File: src/rtl/nes_joypad_pkg.sv
// Shared bit-index constants for USB-side and NES-side button vectors, plus the
// USB-to-NES remap used by the joypad port.
package nes_joypad_pkg;

  localparam int JP_A      = 0;
  localparam int JP_B      = 1;
  localparam int JP_SELECT = 2;
  localparam int JP_START  = 3;
  localparam int JP_UP     = 4;
  localparam int JP_DOWN   = 5;
  localparam int JP_LEFT   = 6;
  localparam int JP_RIGHT  = 7;

  localparam int UKP_A      = 0;
  localparam int UKP_B      = 1;
  localparam int UKP_SELECT = 2;
  localparam int UKP_START  = 3;
  localparam int UKP_LEFT   = 4;
  localparam int UKP_RIGHT  = 5;
  localparam int UKP_DOWN   = 6;
  localparam int UKP_UP     = 7;

  function automatic logic [7:0] remap_ukp2nes(input logic [7:0] u);
    logic [7:0] r;
    r           = '0;
    r[JP_A]      = u[UKP_A];
    r[JP_B]      = u[UKP_B];
    r[JP_SELECT] = u[UKP_SELECT];
    r[JP_START]  = u[UKP_START];
    r[JP_UP]     = u[UKP_UP];
    r[JP_DOWN]   = u[UKP_DOWN];
    r[JP_LEFT]   = u[UKP_LEFT];
    r[JP_RIGHT]  = u[UKP_RIGHT];
    return r;
  endfunction

endpackage

File: src/rtl/nes_joypad_port_if.sv
// Bus bundle between the USB gamepad front end / CPU bus and the joypad port.
interface nes_joypad_port_if;
  logic [7:0] btn_in;
  logic       conerr_in;
  logic       cpu_wr;
  logic       cpu_wdata0;
  logic       cpu_rd;
  logic       joy_dout;
  logic [7:0] btn_state;
  logic       strobe;

  modport master (
    output btn_in, conerr_in, cpu_wr, cpu_wdata0, cpu_rd,
    input  joy_dout, btn_state, strobe
  );

  modport slave (
    input  btn_in, conerr_in, cpu_wr, cpu_wdata0, cpu_rd,
    output joy_dout, btn_state, strobe
  );
endinterface

File: src/rtl/joypad_sync_filter.sv
// Synchronises the USB-domain button vector and error flag into clk, then
// accepts a button change only after STABLE_CYC identical samples.
module joypad_sync_filter #(
  parameter int SYNC_STAGES = 2,
  parameter int STABLE_CYC  = 16
) (
  input  logic       clk,
  input  logic       reset,
  input  logic [7:0] i_btn,
  input  logic       i_err,
  output logic [7:0] o_btn_filt,
  output logic       o_err_sync
);

  localparam int CNT_W = (STABLE_CYC > 1) ? $clog2(STABLE_CYC) : 1;
  localparam logic [CNT_W-1:0] CNT_MAX = CNT_W'(STABLE_CYC - 1);

  logic [SYNC_STAGES-1:0][7:0] r_sync_btn;
  logic [SYNC_STAGES-1:0]      r_sync_err;
  logic [7:0]                  r_cand;
  logic [CNT_W-1:0]            r_cnt;
  logic [7:0]                  r_filt;
  logic                        r_err;
  logic [7:0]                  w_s_btn;
  logic                        w_s_err;

  assign w_s_btn = r_sync_btn[SYNC_STAGES-1];
  assign w_s_err = r_sync_err[SYNC_STAGES-1];

  always_ff @(posedge clk or posedge reset) begin
    if (reset) begin
      r_sync_btn <= '0;
      r_sync_err <= '0;
    end else begin
      r_sync_btn <= {r_sync_btn[SYNC_STAGES-2:0], i_btn};
      r_sync_err <= {r_sync_err[SYNC_STAGES-2:0], i_err};
    end
  end

  // Connection error overrides the filter; r_err is aligned with r_filt.
  always_ff @(posedge clk or posedge reset) begin
    if (reset) begin
      r_cand <= '0;
      r_cnt  <= '0;
      r_filt <= '0;
      r_err  <= 1'b0;
    end else begin
      r_err <= w_s_err;
      if (w_s_err) begin
        r_cand <= '0;
        r_cnt  <= '0;
        r_filt <= '0;
      end else if (w_s_btn != r_cand) begin
        r_cand <= w_s_btn;
        r_cnt  <= '0;
      end else if (r_cnt == CNT_MAX) begin
        r_filt <= r_cand;
      end else begin
        r_cnt <= r_cnt + 1'b1;
      end
    end
  end

  assign o_btn_filt = r_filt;
  assign o_err_sync = r_err;

endmodule

File: src/rtl/nes_joypad_port.sv
// NES 4021-style controller port for $4016/$4017 reads.
// Optional SOCD cleaning of opposing directions: define JOYPAD_SOCD_EN.
module nes_joypad_port
  import nes_joypad_pkg::*;
#(
  parameter int SYNC_STAGES = 2,
  parameter int STABLE_CYC  = 16
) (
  input logic               clk,
  input logic               reset,
  nes_joypad_port_if.slave  bus
);

  logic [7:0] w_btn_filt;
  logic       w_err_sync;
  logic [7:0] w_btn_state;
  logic [7:0] w_pad;
  logic       r_strobe;
  logic [7:0] r_sr;

  joypad_sync_filter #(
    .SYNC_STAGES (SYNC_STAGES),
    .STABLE_CYC  (STABLE_CYC)
  ) u_filter (
    .clk        (clk),
    .reset      (reset),
    .i_btn      (bus.btn_in),
    .i_err      (bus.conerr_in),
    .o_btn_filt (w_btn_filt),
    .o_err_sync (w_err_sync)
  );

  // The filter already clears on error; the mask keeps the state clean by construction.
  assign w_btn_state = w_err_sync ? 8'h00 : remap_ukp2nes(w_btn_filt);

`ifdef JOYPAD_SOCD_EN
  always_comb begin
    w_pad = w_btn_state;
    if (w_btn_state[JP_UP] && w_btn_state[JP_DOWN]) begin
      w_pad[JP_UP]   = 1'b0;
      w_pad[JP_DOWN] = 1'b0;
    end
    if (w_btn_state[JP_LEFT] && w_btn_state[JP_RIGHT]) begin
      w_pad[JP_LEFT]  = 1'b0;
      w_pad[JP_RIGHT] = 1'b0;
    end
  end
`else
  assign w_pad = w_btn_state;
`endif

  // Shift decisions use the pre-edge strobe, so a 1->0 write still captures pad.
  always_ff @(posedge clk or posedge reset) begin
    if (reset) begin
      r_strobe <= 1'b0;
      r_sr     <= 8'h00;
    end else begin
      if (bus.cpu_wr) r_strobe <= bus.cpu_wdata0;
      if (r_strobe) begin
        r_sr <= w_pad;
      end else if (bus.cpu_rd) begin
        r_sr <= {1'b1, r_sr[7:1]};
      end
    end
  end

  assign bus.joy_dout  = r_strobe ? w_pad[0] : r_sr[0];
  assign bus.btn_state = w_btn_state;
  assign bus.strobe    = r_strobe;

endmodule

File: src/flat_wrapper.sv
// flat-port wrapper written by rule: the top's interface ports become plain ports
module nes_joypad_port_flat import nes_joypad_pkg::*;
#(
  parameter int SYNC_STAGES = 2,
  parameter int STABLE_CYC  = 16
)
  (clk, reset, bus_btn_in, bus_conerr_in, bus_cpu_wr, bus_cpu_wdata0, bus_cpu_rd, bus_joy_dout, bus_btn_state, bus_strobe);
  nes_joypad_port_if bus_i ();
  input logic clk;
  input logic reset;
  input wire logic [$bits(bus_i.btn_in)-1:0] bus_btn_in;
  input wire logic [$bits(bus_i.conerr_in)-1:0] bus_conerr_in;
  input wire logic [$bits(bus_i.cpu_wr)-1:0] bus_cpu_wr;
  input wire logic [$bits(bus_i.cpu_wdata0)-1:0] bus_cpu_wdata0;
  input wire logic [$bits(bus_i.cpu_rd)-1:0] bus_cpu_rd;
  output wire logic [$bits(bus_i.joy_dout)-1:0] bus_joy_dout;
  output wire logic [$bits(bus_i.btn_state)-1:0] bus_btn_state;
  output wire logic [$bits(bus_i.strobe)-1:0] bus_strobe;
  assign bus_i.btn_in = bus_btn_in;
  assign bus_i.conerr_in = bus_conerr_in;
  assign bus_i.cpu_wr = bus_cpu_wr;
  assign bus_i.cpu_wdata0 = bus_cpu_wdata0;
  assign bus_i.cpu_rd = bus_cpu_rd;
  assign bus_joy_dout = bus_i.joy_dout;
  assign bus_btn_state = bus_i.btn_state;
  assign bus_strobe = bus_i.strobe;
  nes_joypad_port #(.SYNC_STAGES(SYNC_STAGES), .STABLE_CYC(STABLE_CYC)) u_core (.clk(clk), .reset(reset), .bus(bus_i));
endmodule
File: config.mk
export PLATFORM = sky130hd
export DESIGN_NAME = nes_joypad_port_flat
export DESIGN_NICKNAME = d
export VERILOG_FILES = /design/src/rtl/nes_joypad_pkg.sv /design/src/rtl/nes_joypad_port_if.sv /design/src/rtl/joypad_sync_filter.sv /design/src/rtl/nes_joypad_port.sv /design/src/flat_wrapper.sv
export SDC_FILE = /design/constraint.sdc
export NUM_CORES = 1
export LEC_CHECK = 0
export ABC_CLOCK_PERIOD_IN_PS = 2450
export CELL_PAD_IN_SITES_DETAIL_PLACEMENT = 2
export CELL_PAD_IN_SITES_GLOBAL_PLACEMENT = 2
export CORE_MARGIN = 3
export CORE_UTILIZATION = 40
export CTS_CLUSTER_DIAMETER = 100
export CTS_CLUSTER_SIZE = 16
export DETAILED_ROUTE_END_ITERATION = 6
export PLACE_DENSITY_LB_ADDON = 0.05
export SYNTH_ARGS = -nofsm -noshare
export SYNTH_HDL_FRONTEND = slang
export SYNTH_SLANG_ARGS = --single-unit
export TNS_END_PERCENT = 1
File: constraint.sdc
create_clock -name clk -period 2.45 [get_ports clk]
set_clock_uncertainty 0.15 [all_clocks]
set_input_delay 0.49 -clock clk [delete_from_list [all_inputs] [get_ports clk]]
set_output_delay 0.49 -clock clk [all_outputs]
set_load 0.005 [all_outputs]
==> impl_metrics.yaml, run 1 <==
grt:
  antenna_found_initial: 0
  grt_first_pass_wirelength_um: 5990
  gr-total-overflow: 0
  grt_max_degree: 49
  grt.total_usage_pct: 14.7
  grt_pass1_vias: 1284
floorplan:
  fp.dieW_um: 73.7
  die_y_um: 73.7
  num_rows: 24
  die_area_um2: 5440
  core_um2: 4380
  start_util_pct: 41.9
  ioPinCount: 24
run:
  drv_cap: 0
placement:
  dp_hpwl_um: 2570
  place_area_um2: 2120
  place_congestion: 0.725
  post-place-ws_ps: 428
  io_buffers: 23
worst_hold_path:
  hold_path.startpoint: "u_core.u_filter.r_sync_btn[4]"
  worstHoldPathCells: 0
  hold_class: "reg2reg"
  hold_path_end: "u_core.u_filter.w_s_btn[4]"
power:
  p_per_area_nw_per_um2: 678
  pwr-share-comb_pct: 5.9
  leakagePower_uw: 0.000980
  pwr-share-seq_pct: 56.1
  power_uw: 1520
  p_switching_uw: 341
  swShare_pct: 22.5
  p_int_uw: 1170
  p_clk_share_pct: 38.0
  irDropWorstVdd_v: 0.000374
sta:
  whs_ps: 206
  hold_violations: 0
  slew_headroom_pct: 58.1
  final-setup-viol-count: 0
  tightest_slew_ps: 627
  fin_crit_ps: 2280
  rsz0062_at_grt: "no"
  fin_crit_sh_pct: 93.0
  fin_ws_ps: 171
  slew_violations: 0
  fmax_mhz: 439
  fin_tns_setup_ps: 0
critical_path:
  cp_max_fo: 8
  crit_type: "reg2out"
  r2r-end: "u_core.u_filter.r_cnt[3]"
  start_kind: "flop"
  worstPathRequired_ps: 1810
  r2r-start: "u_core.u_filter.r_cand[4]"
  critPathArrivalTime_ps: 1640
  r2r_cells: 4
  rrSetupSlack_ps: 460
  cp-end-kind: "output port"
clock_tree:
  cts_tree: "built"
  clk_pin_slew_ps: 90
  cts-buffers-inserted: 5
  postCtsSetupBuffers: 0
  clockRootBuffer: "clkbuf_8"
  clk_latency_ps: 300
  cts_max_level: 2
  clockBufferDepth: 2
  cts_sinks: 48
yosys:
  syn_inst: 132
  syn_area_per_cell_um2: 13.9
  synth.cell_area_um2: 1840
  yosys.area_share.simple_pct: 11.3
  muxShareOfSynthArea_pct: 4.98
  synth_fa_ha_area_share_pct: 0.682
  yosysWarnings: 0
  synth_top_family_by_area: "compound AO/OA/AOI/OAI gates"
  ys_ff_latch: 48
  synth_xor_area_share_pct: 4.29
  synth.distinct_cells: 32
  syn_nets: 147
  synth_compound_area_share_pct: 11.4
  ys_seq_area_share_pct: 65.4
detailed_routing:
  avgRoutedWirePerCell_um: 16.8
  postRouteAntennaNets: 0
  initialDrtViolationCount: 35
  drt_pass1_iterations: 4
  vias: 1151
  routed_wirelength_um: 3550
  via_per_inst: 5.43
  drc: 0
status:
  status: "finished clean"
finish:
  stdcell_area_um2: 2230
  final_layout_size_suffix_gt1_share_pct: 11.3
  syn2layout_area_growth_pct: 21.7
  fin_nets: 174
  fillers: 421
  diodes: 0
-- layout make-up --
type | instances | area (um^2) | area share [%]
timing repair buffer | 25 | 245 | 11.0
clock buffer | 5 | 68.8 | 3.08
multi-input combinational | 77 | 599 | 26.8
sequential | 48 | 1200 | 53.8
inverter | 2 | 7.51 | 0.336
clock inverter | 3 | 46.3 | 2.07
tap | 52 | 65.1 | 2.91
-- per-stage QoR --
step	util (%)	cells
floorplan	-	132
global placement	48.3	204
detailed placement	48.3	204
CTS	50.9	212
global route	51.0	212
finish	51.0	212
-- worst max-delay path by stage --
stage                               start  cells after the start           endpoint
2_1_floorplan                       reset                      1  u_core.bus.strobe
3_3_place_gp            u_core.bus.strobe                      3       bus_joy_dout
3_5_place_dp            u_core.bus.strobe                      3       bus_joy_dout
4_1_cts                 u_core.bus.strobe                      3       bus_joy_dout
5_1_grt        u_core.u_filter.o_err_sync                      4       bus_joy_dout
6_report       u_core.u_filter.o_err_sync                      4       bus_joy_dout
-- power by group through the flow --
| stage | logic (uW) | clock network (uW) | registers, uW |
|---|---|---|---|
| after floorplan | 59.4 | 0 | 853 |
| after global placement | 86.2 | 0 | 863 |
| final | 89.1 | 576 | 851 |
| after detailed placement | 90.9 | 0 | 866 |
| after global routing | 98.6 | 627 | 857 |
| after CTS | 92.2 | 597 | 851 |
-- layer usage --
layer | part of all wire, % | GRT usage (%)
met3 | 4.9 | 3.15
met4 | 1.9 | 6.44
met1 | 41 | 16.9
met5 | 0 | 0
met2 | 52 | 26.0
-- kinds of logic after synthesis --
family | count (synthesis)
xor+xnor | 9
buf+inv | 7
simple gates | 32
fa+ha+maj | 1
compound gates | 26
flops | 48
mux | 9
-- worst max-delay path, stage by stage, from the launching register on --
cell             delay, ps
dfrtp_1                460
nor2b_1                200
nand2_1                 80
o21ai_0                 90
clkdlybuf4s50_1        520
-- flip-flops by register name (all words and copies together), names as in the netlist --
| register | count |
|---|---|
| u_core.u_filter.w_s_btn | 8 |
| u_core.u_filter.r_cand | 8 |
| u_core.u_filter.o_err_sync | 1 |
| u_core.u_filter.r_cnt | 4 |
| u_core.bus.strobe | 1 |
| u_core.u_filter.r_sync_err | 2 |
| u_core.u_filter.r_sync_btn | 8 |
| u_core.u_filter.o_btn_filt | 8 |
| u_core.r_sr | 8 |
-- layout by cell type, fill, tap and decap left out, types with 2 or more instances in the layout --
master and count:
buf_4 2, clkbuf_8 5, nand2_1 7, xnor2_1 8, a32o_1 6, o21ai_0 8
clkdlybuf4s50_1 23, nor2b_1 11, and4_1 2, mux2i_1 8, nor4_1 2, a22o_1 6
a32o_2 2, dfrtp_1 47
-- Yosys cell counts, drive strengths merged --
cell / instances / share of area (%)
a21oi: 1 / 0.27
inv: 2 / 0.41
nand3b: 1 / 0.41
mux2i: 8 / 4.4
xnor2: 8 / 3.8
xor2: 1 / 0.48
a22o: 6 / 2.9
ha: 1 / 0.68
o21ai: 8 / 2.2
mux2: 1 / 0.61
nor3b: 2 / 1.1
nor4: 2 / 0.68
nor3: 2 / 1.2
and3: 1 / 0.34
a31oi: 2 / 1.0
nand2: 7 / 1.4
and4: 2 / 0.95
clkbuf: 3 / 0.61
a32o: 8 / 4.5
nand4: 2 / 1.0
dfrtp: 48 / 65
buf: 2 / 0.89
o211a: 1 / 0.55
nand3: 1 / 0.27
nor2b: 11 / 3.7
nor2: 1 / 0.20
-- what timing repair did --
item / CTS / global route
hold buffers: 0 / 0
endpoints found under the hold margin: 0 / 0
resized for setup: 0 / 1
setup endpoints to repair: 0 / 1
Power figures use the tool's default switching activity.
==> run 2, diff against run 1 <==
--- a/config.mk
+++ b/config.mk
@@ -13,7 +13,8 @@
 export CTS_CLUSTER_DIAMETER = 100
 export CTS_CLUSTER_SIZE = 16
 export DETAILED_ROUTE_END_ITERATION = 6
-export PLACE_DENSITY_LB_ADDON = 0.05
+export PLACE_DENSITY_LB_ADDON = 0.15
+export SLEW_MARGIN = 20
 export SYNTH_ARGS = -nofsm -noshare
 export SYNTH_HDL_FRONTEND = slang
 export SYNTH_SLANG_ARGS = --single-unit
==> run 2 against run 1 <==
Net effect: setup slack lost 23 ps; register-to-register slack got worse by 80 ps; sequential share of layout area fell by 0.18 points; flip-flop and latch count stayed put; wire length grew 11%; critical endpoint unchanged; largest cell class unchanged; largest power group unchanged.
==> impl_metrics.yaml, run 2 (same netlist as run 1, synthesis figures left out) <==
power:
  power_uw: 1510
  leakagePower_uw: 0.000986
  p_per_area_nw_per_um2: 673
  irDropWorstVdd_v: 0.000480
worst_hold_path:
  hold_class: "reg2reg"
finish:
  fillers: 426
  layout_commonest_cell: "dfrtp_1"
  diodes: 0
  syn2layout_area_growth_pct: 22.3
  fin_nets: 174
  final_layout_size_suffix_gt1_share_pct: 12.5
  layout_common_cells: "dfrtp_1 (46), clkdlybuf4s50_1 (23), nor2b_1 (11)"
sta:
  hold_violations: 0
  fin_tns_setup_ps: 0
  slew_violations: 0
  tightest_slew_ps: 682
  fmax_mhz: 434
  rsz0062_at_grt: "no"
  final-setup-viol-count: 0
  fin_crit_ps: 2300
  fin_crit_sh_pct: 94.0
  slew_headroom_pct: 54.4
clock_tree:
  cts_sinks: 48
  cts-buffers-inserted: 5
  cts_tree: "built"
  clk_pin_slew_ps: 90
  clockBufferDepth: 2
  cts_hold_buf: 0
  clk_latency_ps: 300
  cts_max_level: 2
  clockRootBuffer: "clkbuf_8"
floorplan:
  die_area_um2: 5440
  fp.dieW_um: 73.7
  start_util_pct: 41.9
  die_y_um: 73.7
  core_um2: 4380
  ioPinCount: 24
  num_rows: 24
critical_path:
  cp-startpoint: "u_core.u_filter.o_err_sync"
  path_cells: "nor2b_1 > nand2_1 > o21ai_0 > clkdlybuf4s50_1"
  critPathArrivalTime_ps: 1660
  worstPathRequired_ps: 1810
  cp-end-kind: "output port"
  rrSetupSlack_ps: 380
  crit_end: "bus_joy_dout"
  r2r-end: "u_core.u_filter.o_btn_filt[0]"
  r2r_cells: 4
  crit_type: "reg2out"
  r2r-start: "u_core.u_filter.r_cand[6]"
  slowest_delay_ps: 520
  worst_path_max_delay_cell: "clkdlybuf4s50_1"
  start_kind: "flop"
  cp_max_fo: 8
grt:
  antenna_found_initial: 0
  grt_pass1_vias: 1315
  grt_max_degree: 49
  gr-total-overflow: 0
  grt_first_pass_wirelength_um: 6730
  grt.total_usage_pct: 17.0
detailed_routing:
  routed_wirelength_um: 3960
  initialDrtViolationCount: 46
  drt_pass1_iterations: 4
  postRouteAntennaNets: 0
  via_per_inst: 5.44
  avgRoutedWirePerCell_um: 18.7
  vias: 1153
  drc: 0
placement:
  io_buffers: 23
  dp_hpwl_um: 2770
  place_congestion: 0.716
status:
  status: "finished clean"
run:
  drv_cap: 0
==> run 2: worst min path at each step <==
stage | from | end | slack (ps) | depth (start not counted)
final | u_core.u_filter.r_sync_btn[7] | u_core.u_filter.w_s_btn[7] | 200 | 0
after CTS | u_core.u_filter.r_sync_btn[6] | u_core.u_filter.w_s_btn[6] | 210 | 0
after global placement | u_core.u_filter.r_sync_btn[4] | u_core.u_filter.w_s_btn[4] | 180 | 0
after detailed placement | u_core.u_filter.r_sync_btn[0] | u_core.u_filter.w_s_btn[0] | 190 | 0
after global routing | u_core.u_filter.r_sync_err[0] | u_core.u_filter.r_sync_err[1] | 220 | 0
after floorplan | u_core.u_filter.r_sync_err[0] | u_core.u_filter.r_sync_err[1] | 180 | 0
==> run 2: cell type report <==
type	instances	area [um^2]	share of cell area [%]
multi-input cells	77	599	26.7
well taps	52	65.1	2.90
flip-flops and latches	48	1200	53.6
clock buffers	5	68.8	3.07
inverters	2	7.51	0.334
clock inverters	3	42.5	1.90
repair buffers	25	258	11.5
==> run 2: metal layers <==
| layer | track usage (%) | up-vias | routed length (um) |
|---|---|---|---|
| met5 | 0 | - | 0 |
| met2 | 30.9 | 22 | 2250 |
| met4 | 5.43 | 0 | 48 |
| met3 | 4.92 | 5 | 153 |
| li1 | - | 526 | - |
| met1 | 19.0 | 600 | 1500 |
==> run 2: per-stage QoR <==
step / hold slack, ps / area (um^2) / util, % / setup WS [ps] / instances
final: 205 / 2240 / 51.2 / 148 / 212
after global routing: 219 / 2240 / 51.2 / 32.3 / 212
after CTS: 208 / 2240 / 51.1 / 24.0 / 212
after detailed placement: 187 / 2130 / 48.6 / 377 / 204
after global placement: 181 / 2130 / 48.6 / 495 / 204
after floorplan: 181 / 1840 / - / 666 / 132
==> run 2: report_power, final <==
group / total, uW / switching [uW] / internal [uW]
Combinational: 94.1 / 45.8 / 48.3
Clock: 564 / 262 / 302
Sequential: 852 / 30.2 / 822
==> run 2: what timing repair did <==
action	in CTS	in global routing
resized for setup	0	2
buffers inserted	0	0
endpoints found under the setup margin	0	1
==> run 2: critical path: cells and delay by family, from the launching register on <==
family,cells,cell delay (ps)
compound gates,1,90
buf+inv,1,520
flops,1,470
simple gates,2,280
==> run 3, diff against run 2 <==
--- a/config.mk
+++ b/config.mk
@@ -13,6 +13,7 @@
 export CTS_CLUSTER_DIAMETER = 100
 export CTS_CLUSTER_SIZE = 16
 export DETAILED_ROUTE_END_ITERATION = 6
+export HOLD_SLACK_MARGIN = 0.12
 export PLACE_DENSITY_LB_ADDON = 0.15
 export SLEW_MARGIN = 20
 export SYNTH_ARGS = -nofsm -noshare
==> results of run 3 <==
The final DEF is identical to that of run 2; final timing and power are the same.
